### src/rtl/img_stream_tx.sv
// Raster field transmitter: VPRE/LINE/HBLANK/VPOST framing around pixels popped from a FWFT FIFO.
// Latency: pop in cycle N appears on o_pixel_vld/o_image_data at N+1; field_vld rises the cycle after i_start.
// Backpressure: an empty FIFO freezes the line (no pop, o_stall pulse); IMG_STREAM_TX_TEST_PATTERN_EN adds i_pattern_en.
module img_stream_tx #(
    parameter int DW           = 8,
    parameter int CW           = 10,
    parameter int IMAGE_WIDTH  = 640,
    parameter int IMAGE_HEIGHT = 480,
    parameter int H_BLANK      = 16,
    parameter int V_FRONT      = 4,
    parameter int V_BACK       = 4
) (
    input  logic          i_Sys_clk,
    input  logic          i_Rst_n,
    input  logic          i_start,
`ifdef IMG_STREAM_TX_TEST_PATTERN_EN
    input  logic          i_pattern_en,
`endif
    input  logic          i_fifo_empty,
    input  logic [DW-1:0] i_fifo_data,
    output logic          o_fifo_rd,
    output logic          o_field_vld,
    output logic          o_pixel_vld,
    output logic [DW-1:0] o_image_data,
    output logic          o_busy,
    output logic          o_stall
);

    localparam int MAXB_HV = (H_BLANK > V_FRONT) ? H_BLANK : V_FRONT;
    localparam int MAXB    = (MAXB_HV > V_BACK) ? MAXB_HV : V_BACK;
    localparam int BW      = (MAXB > 1) ? $clog2(MAXB) : 1;

    localparam logic [BW-1:0] VF_LOAD = BW'(V_FRONT - 1);
    localparam logic [BW-1:0] VB_LOAD = BW'(V_BACK - 1);
    localparam logic [BW-1:0] HB_LOAD = BW'((H_BLANK > 0) ? H_BLANK - 1 : 0);
    localparam logic [CW-1:0] COL_LAST = CW'(IMAGE_WIDTH - 1);
    localparam logic [CW-1:0] ROW_LAST = CW'(IMAGE_HEIGHT - 1);

    typedef enum logic [2:0] {
        S_IDLE,
        S_VPRE,
        S_LINE,
        S_HBLANK,
        S_VPOST
    } state_t;

    state_t          state;
    logic [BW-1:0]   blank_cnt;
    logic [CW-1:0]   col;
    logic [CW-1:0]   row;
    logic            pat_mode;
    logic            in_line;
    logic            take;
    logic [CW:0]     pat_sum;
    logic [DW-1:0]   pix_dat;

`ifdef IMG_STREAM_TX_TEST_PATTERN_EN
    assign pat_mode = i_pattern_en;
`else
    assign pat_mode = 1'b0;
`endif

    // A pattern-mode line never waits on the FIFO, so every LINE cycle yields a pixel.
    assign in_line   = (state == S_LINE);
    assign take      = in_line && (pat_mode || !i_fifo_empty);
    assign o_fifo_rd = in_line && !pat_mode && !i_fifo_empty;
    assign o_busy    = (state != S_IDLE);

    assign pat_sum = {1'b0, row} + {1'b0, col};
    assign pix_dat = pat_mode ? DW'(pat_sum) : i_fifo_data;

    always_ff @(posedge i_Sys_clk or negedge i_Rst_n) begin
        if (!i_Rst_n) begin
            state        <= S_IDLE;
            blank_cnt    <= '0;
            col          <= '0;
            row          <= '0;
            o_field_vld  <= 1'b0;
            o_pixel_vld  <= 1'b0;
            o_image_data <= '0;
            o_stall      <= 1'b0;
        end else begin
            o_pixel_vld  <= take;
            o_image_data <= take ? pix_dat : '0;
            o_stall      <= in_line && !pat_mode && i_fifo_empty;

            case (state)
                S_IDLE: begin
                    if (i_start) begin
                        state       <= S_VPRE;
                        blank_cnt   <= VF_LOAD;
                        o_field_vld <= 1'b1;
                    end
                end
                S_VPRE: begin
                    if (blank_cnt == '0) begin
                        state <= S_LINE;
                        col   <= '0;
                        row   <= '0;
                    end else begin
                        blank_cnt <= blank_cnt - 1'b1;
                    end
                end
                S_LINE: begin
                    if (take) begin
                        if (col == COL_LAST) begin
                            col <= '0;
                            if (row == ROW_LAST) begin
                                state     <= S_VPOST;
                                blank_cnt <= VB_LOAD;
                            end else begin
                                row <= row + 1'b1;
                                if (H_BLANK > 0) begin
                                    state     <= S_HBLANK;
                                    blank_cnt <= HB_LOAD;
                                end
                            end
                        end else begin
                            col <= col + 1'b1;
                        end
                    end
                end
                S_HBLANK: begin
                    if (blank_cnt == '0) begin
                        state <= S_LINE;
                    end else begin
                        blank_cnt <= blank_cnt - 1'b1;
                    end
                end
                S_VPOST: begin
                    // The following IDLE cycle guarantees at least one low cycle of field_vld.
                    if (blank_cnt == '0) begin
                        state       <= S_IDLE;
                        o_field_vld <= 1'b0;
                    end else begin
                        blank_cnt <= blank_cnt - 1'b1;
                    end
                end
                default: begin
                    state       <= S_IDLE;
                    o_field_vld <= 1'b0;
                end
            endcase
        end
    end

endmodule

### config.mk
export PLATFORM = sky130hd
export DESIGN_NAME = img_stream_tx
export DESIGN_NICKNAME = d
export VERILOG_FILES = /design/src/rtl/img_stream_tx.sv
export SDC_FILE = /design/constraint.sdc
export NUM_CORES = 1
export LEC_CHECK = 0
export ABC_AREA = 1
export BUFFER_PORTS_ARGS = -buffer_cell sky130_fd_sc_hd__buf_4
export CORE_MARGIN = 4
export CORE_UTILIZATION = 24
export CTS_BUF_LIST = sky130_fd_sc_hd__clkbuf_8
export CTS_CLUSTER_DIAMETER = 30
export DETAILED_ROUTE_END_ITERATION = 10
export GPL_ROUTABILITY_DRIVEN = 0
export MAX_ROUTING_LAYER = met4
export PLACE_DENSITY = 0.48
export SETUP_SLACK_MARGIN = 0.02
export SLEW_MARGIN = 0
export SYNTH_ARGS = -nofsm -noshare
export SYNTH_HDL_FRONTEND = slang
export SYNTH_SLANG_ARGS = --single-unit
### constraint.sdc
create_clock -name i_Sys_clk -period 2 [get_ports i_Sys_clk]
set_input_delay 0.2 -clock i_Sys_clk [delete_from_list [all_inputs] [get_ports i_Sys_clk]]
set_output_delay 0.2 -clock i_Sys_clk [all_outputs]
set_load 0.03 [all_outputs]
==> Word-level counts from Yosys, hierarchy flattened <==
Cells that the tools add are included.
{ "word_totals": {"ff_bits": 38, "out_inout_bits": 13, "mem_bits_rw": 0, "latchBits": 0, "wordCells": 67, "memories": 0, "input_bits": 12, "rom_bits": 0} }
{ "op_classes": {"multipliers": 0, "add_sub_neg": 3, "shift": 0, "n_eq_ne": 14, "bitwise_logic": 1, "div": 0, "n_mux": 25, "order_cmp": 0, "n_reduce_logical": 16} }
{ "ops": {"columns": ["op", "n"], "rows": [
  ["$mux W10", 6],
  ["$pmux W10 S2", 2],
  ["$add A10 B1 Y10 const B", 2],
  ["$mux W4", 5],
  ["$mux W3", 6],
  ["$reduce_and A5 Y1", 3],
  ["$pmux W3 S4", 1],
  ["$pmux W4 S3", 1],
  ["$eq A10 B10 Y1 const B", 1],
  ["$eq A10 B9 Y1 const B", 1],
  ["$ne A2 B2 Y1 const B", 5],
  ["$mux W8", 1],
  ["$eq A3 B2 Y1 const B", 2],
  ["$ne A2 B1 Y1 const B", 3],
  ["$reduce_and A3 Y1", 2],
  ["$reduce_bool A3 Y1", 2],
  ["$reduce_or A3 Y1", 2],
  ["$logic_not A4 Y1", 1],
  ["$sub A4 B1 Y4 const B", 1],
  ["$eq A3 B1 Y1 const B", 1],
  ["$eq A3 B3 Y1 const B", 1],
  ["$logic_not A3 Y1", 1],
  ["$pmux W1 S3", 1],
  ["$logic_and A1 B1 Y1", 2],
  ["other kinds (5)", 6]
]} }

==> Depth between registers and ports, before layout <==
{ "depth": {"ltp_word": 5, "ltp_mapped": 10, "ltp_nobuf": 10} }

==> Worst setup path before layout <==
No wires, ideal clock.
{ "synth_timing": {"path_type": "flip-flop to flip-flop", "startpoint": "register blank_cnt[0]", "endpoint": "register row[9]", "path_slack_ns": 0.556, "setup_time_ns": 0.118, "path_stages_with_launch": 10, "required_ns": 1.882, "arrival_time_ns": 1.326, "cell_sequence": "dfrtp_1 -> inv_1 -> ha_1 -> nand2_1 -> nor2_1 -> nand2_1 -> nand2_1 -> nand3_2 -> nand2_1 -> nand2_1"} }
{ "synth_via": {"elab_chain_len": 3} }
{ "synth_rtl": {"columns": ["element", "line_no", "text"], "rows": [
  ["start: declaration", "48", "logic [BW-1:0] blank_cnt;"],
  ["start signal: assignment", "101", "blank_cnt <= blank_cnt - 1'b1;"],
  ["start signal: assignment", "127", "blank_cnt <= blank_cnt - 1'b1;"],
  ["start signal: assignment", "136", "blank_cnt <= blank_cnt - 1'b1;"],
  ["$logic_not A4 Y1", "96", "if (blank_cnt == '0) begin"],
  ["$ne A2 B2 Y1 (no source line)", null, null],
  ["$reduce_and A5 Y1 (no source line)", null, null],
  ["end signal: assignment", "112", "row <= row + 1'b1;"],
  ["end: declaration", "50", "logic [CW-1:0] row;"]
]} }
Every way passes these cells.
A chain may end at the register's enable or synchronous reset.

==> Worst setup path after layout <==
{ "layout_timing": {"startpoint": "register row[0]", "endpoint": "register row[7]"} }
{ "layout_via": {"elab_chain_len": 5, "word_cells_on_any_way": 8} }
{ "layout_rtl": {"columns": ["element", "line_no", "text"], "rows": [
  ["$add A10 B1 Y10", "112", null],
  ["$mux W10", "108", "if (row == ROW_LAST) begin"],
  ["$mux W10", "106", "if (col == COL_LAST) begin"],
  ["$mux W10", "105", "if (take) begin"],
  ["$pmux W10 S2", "87", "case (state)"]
]} }
Parallel ways exist; a longest one is shown, timed or not. The select of a mux whose other input is x is not followed.

==> impl_metrics.toml <==
[run_status]
status = "completed"

[clock_tree]
htree_levels = 2
cts.clk_slew.worst_paths_ns = 0.08
clock-sinks = 38
cts_tree = "done"
clock_path_buffers = 2
cts_buffers = 5
clk_latency_ns = 0.29
cts_root_buffer = "clkbuf_8"
postCtsSetupBuffers = 0

[setup_path]
cp_max_fo = 12
critPathLaunchType = "flop"
critPathMaxStageDelay_ns = 0.45
r2r_slack_ns = 0.27
cp.arrival_ns = 1.96
reg2regPathDepth = 7
crit_top_cell = "nand2_1"
crit_slowest_cell = "dfrtp_1"
cp.required_ns = 2.23
cp_cell_sequence = "ha_1, nand2_1, nor2_1, nand4_4, nand3_2, nand2_1, nand2_1"
cp.depth = 7
worstSetupEndpointType = "flop"
crit_type = "reg -> reg"
cp_top_family = "simple AND/OR/NAND/NOR gates"
cp_num_buf_inv = 0

[timing]
slew_headroom = 0.668
timing.fmax_mhz = 578
worst_pin_slew_ns = 0.497
skew_ns = 0.00883
final_max_slew_viol_count = 0
hold_viol_final = 0
fin_crit_ns = 1.73
timing.hold.ws_ns = 0.124
rsz0062_at_grt = "no"
fin_setup_tns_ns = 0
min_period_over_period = 0.865
setup_violations = 0

[finish]
nFillCells = 962
nNetsFinal = 332
area_growth_pct = 18.1
layout-drive-gt1-share = 0.133
multi_input_area_sq_um = 992
antenna_cells = 0
seqCellArea_sq_um = 951

[logic_synthesis]
synth_area_sq_um = 2140
syn_inst = 286
syn_nets = 302
synth_seq_area_share = 0.444
postSynthAreaPerCell_sq_um = 7.49
yosysWarnings = 0
synth_cell_types = 24
synth_seq_cells = 38

[power]
ir_drop_mv = 0.399
leakage_nw = 1.38
p_per_area_nw_per_um2 = 1030

[job]
maxCapViolCount = 0

[route]
routedWlPerCell_um = 10.8
drt_pre_antenna_iters = 4
drc = 0
routed_wl_um = 4580
postRouteAntennaNets = 0
vias = 1838
detail_route.vias_per_cell = 4.33
initialDrtViolationCount = 68

[min_path]
min_path_type = "in -> reg"
min_path_cells = 3

[global_route]
antenna_found_initial = 0
grt_pass1_vias = 1817
grt_overflow = 0
grt_pass1_wl_um = 8350
grt_usage = 0.104
grt_max_degree = 39

[floorplan]
die_x_um = 102
die_area_sq_um = 10500
die_h_um = 102
core.rowCount = 34
num_io_pins = 25
start_util = 0.245
core_sq_um = 8720

[place]
hpwl_um = 3390
portBuffers = 24
-- sequential cells by signal, summed over array words and instances, names as in the netlist --
| signal | count |
|---|---|
| col | 10 |
| row | 10 |
| o_image_data | 8 |
| blank_cnt | 4 |
| state | 3 |
| o_field_vld | 1 |
| o_pixel_vld | 1 |
| o_stall | 1 |
-- layer usage --
metal  part of all wire  track usage
met5                  0            -
met4              0.013       0.0333
met3              0.072       0.0355
met2               0.42        0.149
met1               0.50        0.136
-- final timing paths --
check	startpoint	to
max reg2reg	row[0]$_DFFE_PN0P_	row[7]$_DFFE_PN0P_
min	i_fifo_data[2]	o_image_data[2]$_DFF_PN0_
min in group asynchronous	i_Rst_n	row[3]$_DFFE_PN0P_
min reg2reg	blank_cnt[3]$_DFFE_PN0P_	blank_cnt[3]$_DFFE_PN0P_
max in group asynchronous	i_Rst_n	o_image_data[3]$_DFF_PN0_
max	row[0]$_DFFE_PN0P_	row[7]$_DFFE_PN0P_
-- cells in the final DEF (no fill, tap or decap), types with 4 or more instances in the layout --
master,count
nand2_1,83
inv_1,45
nor2_1,41
dfrtp_1,38
buf_4,26
nand3_1,16
nand4_1,14
o21ai_0,10
a21oi_1,8
nor3_1,6
clkbuf_8,5
xor2_1,4
ha_1,4
-- report_power, final --
part / total [mW] / internal, mW / switching (mW) / leakage [nW]
registers: 1.03 / 0.912 / 0.115 / 0.512
logic: 1.09 / 0.358 / 0.730 / 0.819
clock network: 0.491 / 0.230 / 0.261 / 0.0466
-- area by class of cell --
| cell class | instances | area share |
|---|---|---|
| Inverter | 45 | 0.0668 |
| Clock buffer | 5 | 0.0272 |
| Tap cell | 108 | 0.0534 |
| Sequential cell | 38 | 0.376 |
| Multi-Input combinational cell | 199 | 0.392 |
| Clock inverter | 2 | 0.00297 |
| Timing Repair Buffer | 27 | 0.0811 |
-- Yosys cell counts --
cell type,instances,share of area
nand2_1,83,0.15
nand4_1,14,0.041
o21a_1,1,0.0035
nand2_2,2,0.0058
and3_1,1,0.0029
nand4_2,2,0.012
inv_2,2,0.0035
buf_4,1,0.0035
nor2_1,41,0.072
a21oi_1,8,0.019
buf_2,2,0.0047
inv_1,43,0.075
nor2_8,1,0.0094
buf_12,1,0.0094
nand3_1,16,0.037
nor3_1,6,0.014
o21ai_1,1,0.0023
dfrtp_1,38,0.44
ha_1,4,0.023
nand2_8,2,0.019
xnor2_1,1,0.0041
xor2_1,4,0.016
o21ai_0,10,0.023
nand3_2,2,0.0094
-- timing repair --
action	4_1_cts	5_1_grt
endpoints found under the hold margin	38	0
hold buffers	1	0
resized for setup	0	1
setup endpoints to repair	0	10
-- worst min-delay path, delay by kind of cell --
| kind | cells | cell delay [ns] |
|---|---|---|
| buf+inv | 2 | 0.14 |
| simple gates | 1 | 0.03 |
-- per-stage QoR --
step,std cells,power [mW],utilization,cell area (sq um),worst slack [ns]
3_5_place_dp,416,2.15,0.279,2430,0.198
5_1_grt,424,2.88,0.290,2530,0.0691
3_3_place_gp,416,2.14,0.279,2430,0.229
6_report,424,2.61,0.290,2530,0.271
2_1_floorplan,286,1.85,-,2140,0.556
4_1_cts,424,2.66,0.289,2520,0.179
-- cell families after synthesis --
kind of cell / after synthesis / synth area share
AND/OR/NAND/NOR: 170 / 0.368
AO/OA/AOI/OAI: 20 / 0.0479
buffers and inverters: 49 / 0.0964
flip-flops: 38 / 0.444
adder cells (fa/ha/maj): 4 / 0.0234
XOR/XNOR: 5 / 0.0205
(Power assumes the default switching activity.)
